## src/rtl/riscv_pkg.sv

```systemverilog
`default_nettype none
// ----------------------------------------------------------------------------
// riscv_pkg : shared types and constants for the RISC-V instruction fetch unit
// Revision  : 1.0
// ----------------------------------------------------------------------------
package riscv_pkg;

  localparam int XLEN        = 32;
  localparam int INSTR_BYTES = 4;

  typedef enum logic [1:0] {
    IDLE  = 2'd0,
    REQ   = 2'd1,
    FLUSH = 2'd2
  } fetch_state_t;

  typedef struct packed {
    logic [XLEN-1:0] instr;
    logic [XLEN-1:0] pc;
  } fetch_entry_t;

endpackage
`default_nettype wire

```

## src/rtl/riscv_fetch_buffer.sv

```systemverilog
`default_nettype none
// ----------------------------------------------------------------------------
// riscv_fetch_buffer : 2-entry FIFO of fetched {instr, pc} pairs
// Revision           : 1.0
// ----------------------------------------------------------------------------
module riscv_fetch_buffer
  import riscv_pkg::*;
#(
  parameter logic [XLEN-1:0] RESET_PC = 32'h0000_0000
) (
  input  logic         clk,
  input  logic         rst,
  input  logic         push,
  input  fetch_entry_t push_entry,
  input  logic         pop,
  input  logic         flush,
  output fetch_entry_t head,
  output logic         full,
  output logic [1:0]   occupancy
);

  fetch_entry_t entries [2];
  logic         rd_ptr;
  logic         wr_ptr;
  logic [1:0]   count;
  logic         do_pop;
  logic         do_push;

  assign do_pop    = pop && (count != 2'd0);
  assign do_push   = push && ((count != 2'd2) || do_pop);
  assign full      = (count == 2'd2);
  assign occupancy = count;
  assign head      = entries[rd_ptr];

  // Entries are reset so the idle outputs show a defined {0, RESET_PC}.
  always_ff @(posedge clk) begin
    if (rst) begin
      entries[0] <= '{instr: '0, pc: RESET_PC};
      entries[1] <= '{instr: '0, pc: RESET_PC};
      rd_ptr     <= 1'b0;
      wr_ptr     <= 1'b0;
      count      <= 2'd0;
    end else if (flush) begin
      rd_ptr <= 1'b0;
      wr_ptr <= 1'b0;
      count  <= 2'd0;
    end else begin
      if (do_push) begin
        entries[wr_ptr] <= push_entry;
        wr_ptr          <= ~wr_ptr;
      end
      if (do_pop) begin
        rd_ptr <= ~rd_ptr;
      end
      count <= count + {1'b0, do_push} - {1'b0, do_pop};
    end
  end

endmodule
`default_nettype wire

```

## src/rtl/riscv_fetch_unit.sv

```systemverilog
`default_nettype none
// ----------------------------------------------------------------------------
// riscv_fetch_unit : single-outstanding instruction fetch with redirect/flush
// Revision         : 1.0
// ----------------------------------------------------------------------------
module riscv_fetch_unit
  import riscv_pkg::*;
#(
  parameter logic [XLEN-1:0] RESET_PC = 32'h0000_0000
) (
  input  logic            clk,
  input  logic            rst,
  output logic            imem_req,
  output logic [XLEN-1:0] imem_addr,
  input  logic            imem_ack,
  input  logic [XLEN-1:0] imem_rdata,
  input  logic            redirect,
  input  logic [XLEN-1:0] redirect_pc,
  output logic            o_valid,
  output logic [XLEN-1:0] o_instr,
  output logic [XLEN-1:0] o_pc,
  output logic [XLEN-1:0] o_pc_plus4,
  input  logic            i_ready
);

  fetch_state_t    state;
  fetch_state_t    state_next;
  logic [XLEN-1:0] fetch_pc;
  logic [XLEN-1:0] fetch_pc_next;
  logic [XLEN-1:0] addr_q;
  logic [XLEN-1:0] addr_next;
  logic [XLEN-1:0] redirect_target;
  logic [XLEN-1:0] addr_plus4;
  logic            push;
  logic            pop;
  logic            full;
  logic [1:0]      occupancy;
  logic [2:0]      occ_after;
  fetch_entry_t    push_entry;
  fetch_entry_t    head;

  assign imem_req        = (state == REQ) || (state == FLUSH);
  assign imem_addr       = addr_q;
  assign redirect_target = {redirect_pc[XLEN-1:2], 2'b00};
  assign addr_plus4      = addr_q + XLEN'(INSTR_BYTES);

  assign pop        = o_valid && i_ready;
  assign push       = (state == REQ) && imem_ack && !redirect;
  assign push_entry = '{instr: imem_rdata, pc: addr_q};
  assign occ_after  = {1'b0, occupancy} + {2'b00, push} - {2'b00, pop};

  always_ff @(posedge clk) begin
    if (rst) begin
      state    <= IDLE;
      fetch_pc <= RESET_PC;
      addr_q   <= RESET_PC;
    end else begin
      state    <= state_next;
      fetch_pc <= fetch_pc_next;
      addr_q   <= addr_next;
    end
  end

  // Redirect wins over push/pop; an in-flight request must still complete
  // before the new target can be issued, since imem_addr is held until ack.
  always_comb begin
    state_next    = state;
    fetch_pc_next = fetch_pc;
    addr_next     = addr_q;
    if (redirect) begin
      fetch_pc_next = redirect_target;
      case (state)
        IDLE: begin
          state_next = REQ;
          addr_next  = redirect_target;
        end
        REQ, FLUSH: begin
          if (imem_ack) begin
            state_next = REQ;
            addr_next  = redirect_target;
          end else begin
            state_next = FLUSH;
          end
        end
        default: state_next = IDLE;
      endcase
    end else begin
      case (state)
        IDLE: begin
          if (!(full && !pop)) begin
            state_next = REQ;
            addr_next  = fetch_pc;
          end
        end
        REQ: begin
          if (imem_ack) begin
            fetch_pc_next = addr_plus4;
            if (occ_after <= 3'd1) begin
              addr_next = addr_plus4;
            end else begin
              state_next = IDLE;
            end
          end
        end
        FLUSH: begin
          if (imem_ack) begin
            state_next = REQ;
            addr_next  = fetch_pc;
          end
        end
        default: state_next = IDLE;
      endcase
    end
  end

  riscv_fetch_buffer #(
    .RESET_PC (RESET_PC)
  ) u_buffer (
    .clk        (clk),
    .rst        (rst),
    .push       (push),
    .push_entry (push_entry),
    .pop        (pop),
    .flush      (redirect),
    .head       (head),
    .full       (full),
    .occupancy  (occupancy)
  );

  assign o_valid    = (occupancy != 2'd0);
  assign o_instr    = head.instr;
  assign o_pc       = head.pc;
  assign o_pc_plus4 = head.pc + XLEN'(INSTR_BYTES);

endmodule
`default_nettype wire

```

## config.mk

```make
export PLATFORM = sky130hd
export DESIGN_NAME = riscv_fetch_unit
export DESIGN_NICKNAME = d
export VERILOG_FILES = /design/src/rtl/riscv_pkg.sv /design/src/rtl/riscv_fetch_buffer.sv /design/src/rtl/riscv_fetch_unit.sv
export SDC_FILE = /design/constraint.sdc
export NUM_CORES = 1
export LEC_CHECK = 0
export CAP_MARGIN = 20
export CORE_MARGIN = 8
export CORE_UTILIZATION = 51
export CTS_BUF_LIST = sky130_fd_sc_hd__clkbuf_2 sky130_fd_sc_hd__clkbuf_4 sky130_fd_sc_hd__clkbuf_8
export DETAILED_ROUTE_END_ITERATION = 8
export GPL_TIMING_DRIVEN = 0
export PLACE_DENSITY = 0.79
export SYNTH_ARGS = -nofsm -noshare
export SYNTH_HDL_FRONTEND = slang
export SYNTH_HIERARCHICAL = 1
export SYNTH_SLANG_ARGS = --single-unit
```

## constraint.sdc

```tcl
create_clock -name clk -period 7.7 [get_ports clk]
set_input_delay 1.54 -clock clk [delete_from_list [all_inputs] [get_ports clk]]
set_output_delay 1.54 -clock clk [all_outputs]
set_load 0.01 [all_outputs]
```

# Yosys cells after proc, flatten, opt, wreduce, memory -nomap -nowiden
# Memories as Yosys holds them, arrays and structs flattened. A register that Yosys moved wholly into a read port is not among the register bits.
# Cells that the tools add are included.
[op_classes]
n_mux = 30
eq_ne = 11
bitwise = 2
n_reduce_logical = 22
addsub = 6
order_cmp = 1
[op_table]
columns = ["operator", "n"]
rows = [
  ["$mux W32", 9],
  ["$pmux W32 S3", 1],
  ["$add A32 B3 Y32 const B", 2],
  ["$mux W64", 1],
  ["$pmux W32 S2", 1],
  ["$reduce_or A64 Y1", 1],
  ["$ne A3 B3 Y1 const B", 5],
  ["$mux W2", 6],
  ["$mux W1", 10],
  ["$reduce_and A7 Y1", 1],
  ["$logic_and A1 B1 Y1", 6],
  ["$pmux W2 S3", 1],
  ["$reduce_bool A2 Y1", 3],
  ["$eq A2 B2 Y1 const B", 2],
  ["$pmux W2 S2", 1],
  ["$reduce_and A2 Y1", 2],
  ["$reduce_and A4 Y1", 1],
  ["$reduce_bool A4 Y1", 1],
  ["$reduce_or A2 Y1", 2],
  ["$add A2 B1 Y3", 1],
  ["$le A3 B1 Y1 const B", 1],
  ["$ne A3 B1 Y1 const B", 1],
  ["$ne A3 B2 Y1 const B", 1],
  ["$sub A3 B1 Y3", 1],
  ["other kinds (8)", 11],
]
[totals]
inputBits = 69
word_cells = 80
regBits = 70
out_inout_bits = 130
memories = 1
ram_bits = 128
[memory_table]
columns = ["name", "depth", "width", "rd", "rd_ports_with_merged_regs", "wr", "line", "source"]
rows = [
  ["u_buffer.entries", 2, 64, 1, 1, 2, "riscv_fetch_buffer.sv:22", "fetch_entry_t entries [2];"],
]

# Longest topological paths before layout
[logic_depth]
word_depth = 11
ltp_mapped = 16
mapped_depth_nobuf = 13

# Cells and area by module
# The synthesis kept the hierarchy.
[modules_own_cells]
columns = ["module", "cells_each", "area_each_um2", "seq_area_each_um2", "n_inst"]
rows = [
  ["riscv_fetch_buffer", 373, 5969.5, 3943.8, 1],
  ["riscv_fetch_unit", 588, 4490.6, 1321.3, 1],
]

# Worst setup path before layout
# Ideal clock, no wire load.
[synth_path]
path_type = "input to register"
start = "input redirect"
end = "memory u_buffer/entries[1][0] in the netlist's numbering, enable pin"
setup_time_ps = 426
cell_stages = 6
slack_ps = 3178
required_ps = 7274
arrival_time_ps = 4096
n_path_buf = 3
path_cell_list = "buf_6 nor2_1 clkbuf_1 and4b_1 buf_6 or2_1"
[synth_lines]
columns = ["element", "line", "source"]
rows = [
  ["start: declaration", "riscv_fetch_unit.sv:17", "input logic redirect,"],
  ["end: declaration", "riscv_fetch_buffer.sv:22", ""],
]

==> results_dict.tcl <==
set metrics [dict create \
    run_status "complete, no violations" \
    synthFlopType "edfxtp_1" \
    final-setup-viol-count 0 \
    grt_usage 0.229 \
    grt_pass1_vias 8329 \
    final_nets 1258 \
    dieArea_um2 25300 \
    hold_buffers 0 \
    grt_pass1_wl_mm 46.3 \
    grt_max_degree 63 \
    cts_repair_resize_count 0 \
    whs_ns 0.465 \
    drc_errors 0 \
    clkSlewWorstSetupHoldPaths_ns 0.10 \
    power_density_nw_per_um2 185 \
    async_flop_share 0 \
    wl_met3_mm 2.56 \
    max-vdd-ir-drop_mv 0.122 \
    dr.pass1.iters 9 \
    postCtsSetupBuffers 0 \
    cp_cell_sequence "clkbuf_1, buf_2, mux2_2, and4_1, and4_1, nand4_1, nor2_1, nand3_1, xnor2_1, clkdlybuf4s50_1" \
    wl_mm 29.6 \
    wl_met1_mm 12.4 \
    maxCapViolations 0 \
    hold_violations 0 \
    wl_per_cell_um 20.2 \
    start_kind "flip-flop" \
    crit_arrival_ns 4.31 \
    num-fill-cells 1627 \
    area_growth_pct 26.6 \
    routed_via_density 5.79 \
    ys_seq_area_frac 0.503 \
    path_class "flip-flop to primary output" \
    syn_nets 1040 \
    post-route-min-period_ns 5.85 \
    start_util 0.519 \
    cp_top_family "simple AND/OR/NAND/NOR gates" \
    grt_setup_unrepaired "no" \
    multi_input_area_um2 4740 \
    htreeDepth 4 \
    insertion_delay_ns 0.48 \
    finalClockSkew_ns 0.0130 \
    critPathCaptureType "primary output" \
    crit_top_cell "and4_1" \
    cts_buffers 17 \
    max_freq_mhz 171 \
    synth_edf_count 128 \
    ys_seq_elements 199 \
    core.rowCount 52 \
    cp_max_fo 10 \
    seq_area_um2 5270 \
    clock_tree.buffer_depth 2 \
    synth_cell_types 72 \
    die_x_um 159 \
    r2r_slack_ns 2.76 \
    design_area_um2 13200 \
    dieHeight_um 159 \
    slowest_stage "clkdlybuf4s50_1" \
    min_period_over_period 0.760 \
    antenna_found_initial 0 \
    dr.max_layer_used "met4" \
    io_buffers 196 \
    hpwl_mm 21.1 \
    finalSetupTns_ns 0 \
    n_antenna_cell 0 \
    avgSynthCellArea_um2 10.9 \
    num_vias 8458 \
    p_leak_nw 4.85 \
    crit_path_max_incr_delay_ns 0.57 \
    syn_inst 961 \
    clock-sinks 199 \
    coreArea_um2 20200 \
    grt.overflow.total 0 \
    finalWeightedCongestion 0.946 \
    slew_headroom 0.415 \
    placed_area_um2 12800 \
    pin_count 199 \
    crit_required_ns 6.16 \
    stdcell_count 1462 \
    root_buffer "clkbuf_8" \
    drive_gt1_frac 0.164 \
    drv_slew 0 \
    cts_tree "built" \
    drtAntennaViolNets 0 \
    tightest_slew_ns 0.877 \
    drt_iter0_drc 881 \
    wl_met2_mm 13.8 \
    hold_path.class "flip-flop to flip-flop" \
    synth_area_um2 10500 \
    crit_buf_inv 3 \
    ys_warn_count 6 \
    dp.cells 1430 \
]
## layout by cell type, fill, tap and decap left out, drive strengths merged, types with 7 or more instances in the layout
| master | netlist | final |
|---|---|---|
| xnor2 | 40 | 40 |
| ha | 9 | 9 |
| nand3 | 27 | 27 |
| and3 | 12 | 12 |
| a21oi | 49 | 49 |
| and2 | 131 | 131 |
| edfxtp | 128 | 128 |
| nor2 | 83 | 83 |
| clkbuf | 34 | 52 |
| a22oi | 15 | 15 |
| o31ai | 9 | 9 |
| inv | 15 | 24 |
| o21ai | 31 | 31 |
| and4 | 7 | 7 |
| nand4 | 7 | 7 |
| clkdlybuf4s50 | 0 | 196 |
| nor3 | 8 | 8 |
| xor2 | 18 | 18 |
| nand2 | 56 | 56 |
| o32ai | 8 | 8 |
| a211oi | 12 | 12 |
| nand2b | 8 | 8 |
| mux2 | 65 | 65 |
| buf | 29 | 32 |
| a222oi | 11 | 11 |
| dfxtp | 71 | 71 |
| or2 | 7 | 7 |
## cell usage after synthesis, types with 8 or more instances
| library cell | instances | share of area |
|---|---|---|
| edfxtp_1 | 128 | 0.37 |
| nor2_1 | 82 | 0.029 |
| and2_1 | 81 | 0.048 |
| dfxtp_1 | 71 | 0.14 |
| mux2_2 | 65 | 0.070 |
| nand2_1 | 56 | 0.020 |
| and2_4 | 50 | 0.042 |
| a21oi_1 | 49 | 0.023 |
| xnor2_1 | 40 | 0.033 |
| clkbuf_1 | 33 | 0.012 |
| o21ai_0 | 31 | 0.015 |
| nand3_1 | 26 | 0.012 |
| xor2_1 | 18 | 0.015 |
| a22oi_1 | 15 | 0.011 |
| inv_1 | 15 | 0.0054 |
| a211oi_1 | 12 | 0.0086 |
| a222oi_1 | 11 | 0.011 |
| and3_1 | 11 | 0.0066 |
| buf_6 | 11 | 0.012 |
| ha_1 | 9 | 0.011 |
| o31ai_1 | 9 | 0.0065 |
| nand2b_1 | 8 | 0.0048 |
| nor3_1 | 8 | 0.0038 |
| o32ai_1 | 8 | 0.0067 |
## layout make-up
class	count	share of cell area
clock buffer	18	0.0182
inverter	16	0.00453
sequential	199	0.398
timing repair buffer	199	0.153
tap	270	0.0255
multi-input combinational	683	0.358
clock inverter	14	0.0133
buffer	63	0.0301
## per-layer routing
| metal | vias up | GRT usage |
|---|---|---|
| li1 | 3912 | - |
| met1 | 4012 | 0.291 |
| met2 | 467 | 0.375 |
| met3 | 67 | 0.0527 |
| met4 | 0 | 0.0840 |
| met5 | - | 0 |
## worst register-to-register path: stages, from the launching register on
cell and delay (ns):
dfxtp_1 0.35, inv_1 0.08, ha_1 0.14, clkbuf_1 0.38, nand2_1 0.14, nor2_1 0.24
clkbuf_1 0.70, ha_1 0.27, inv_1 0.05, fa_1 0.38, xnor2_1 0.20, a21oi_1 0.13
a211oi_1 0.64, buf_4 0.29, clkbuf_1 0.42, o21ai_0 0.18, a32oi_1 0.19, nor2_1 0.05
## report_power, final
group | total, W | switching (W) | leakage, nW | internal [W]
Sequential | 0.00127 | 0.0000734 | 1.90 | 0.00119
Combinational | 0.000472 | 0.000257 | 2.73 | 0.000215
Clock | 0.000709 | 0.000401 | 0.212 | 0.000308
Total | 0.00245 | 0.000731 | 4.85 | 0.00172
## sequential cells by signal, indices dropped and copies added, names as in the netlist, named ones only
register            cells
fetch_pc               32
u_buffer/occupancy      2
u_buffer/wr_ptr         1
state                   2
u_buffer/rd_ptr         1
imem_addr              32
u_buffer/entries      128
## per-stage QoR
stage          utilization  total power [W]  worst slack (ns)
2_1_floorplan            -          0.00151              3.18
3_3_place_gp         0.633          0.00174              1.24
3_5_place_dp         0.636          0.00175              1.62
4_1_cts              0.657          0.00244              1.78
5_1_grt              0.657          0.00253              1.51
6_report             0.657          0.00245              1.85
## worst paths after layout
| path | endpoint | cells after the start | startpoint |
|---|---|---|---|
| worst max-delay path | o_pc_plus4[25] | 10 | flip-flop |
| worst min-delay path | fetch_pc[1] | 2 | fetch_pc[1] |
| worst max register to register | imem_addr[20] | 17 | state[1] |
| worst min register to register | fetch_pc[1] | 2 | fetch_pc[1] |
## cells by family (layout without fill, tap and decap cells)
kind of cell | count (synthesis) | after routing | synth area share
muxes | 66 | 66 | 0.0709
and+or+nand+nor | 368 | 368 | 0.203
buffers and inverters | 79 | 310 | 0.0439
xor gates and xnor gates | 58 | 58 | 0.0486
adders and majority gates | 10 | 10 | 0.0127
DFF | 199 | 199 | 0.503
AOI/OAI and AO/OA | 181 | 181 | 0.118
(Power assumes the default switching activity.)
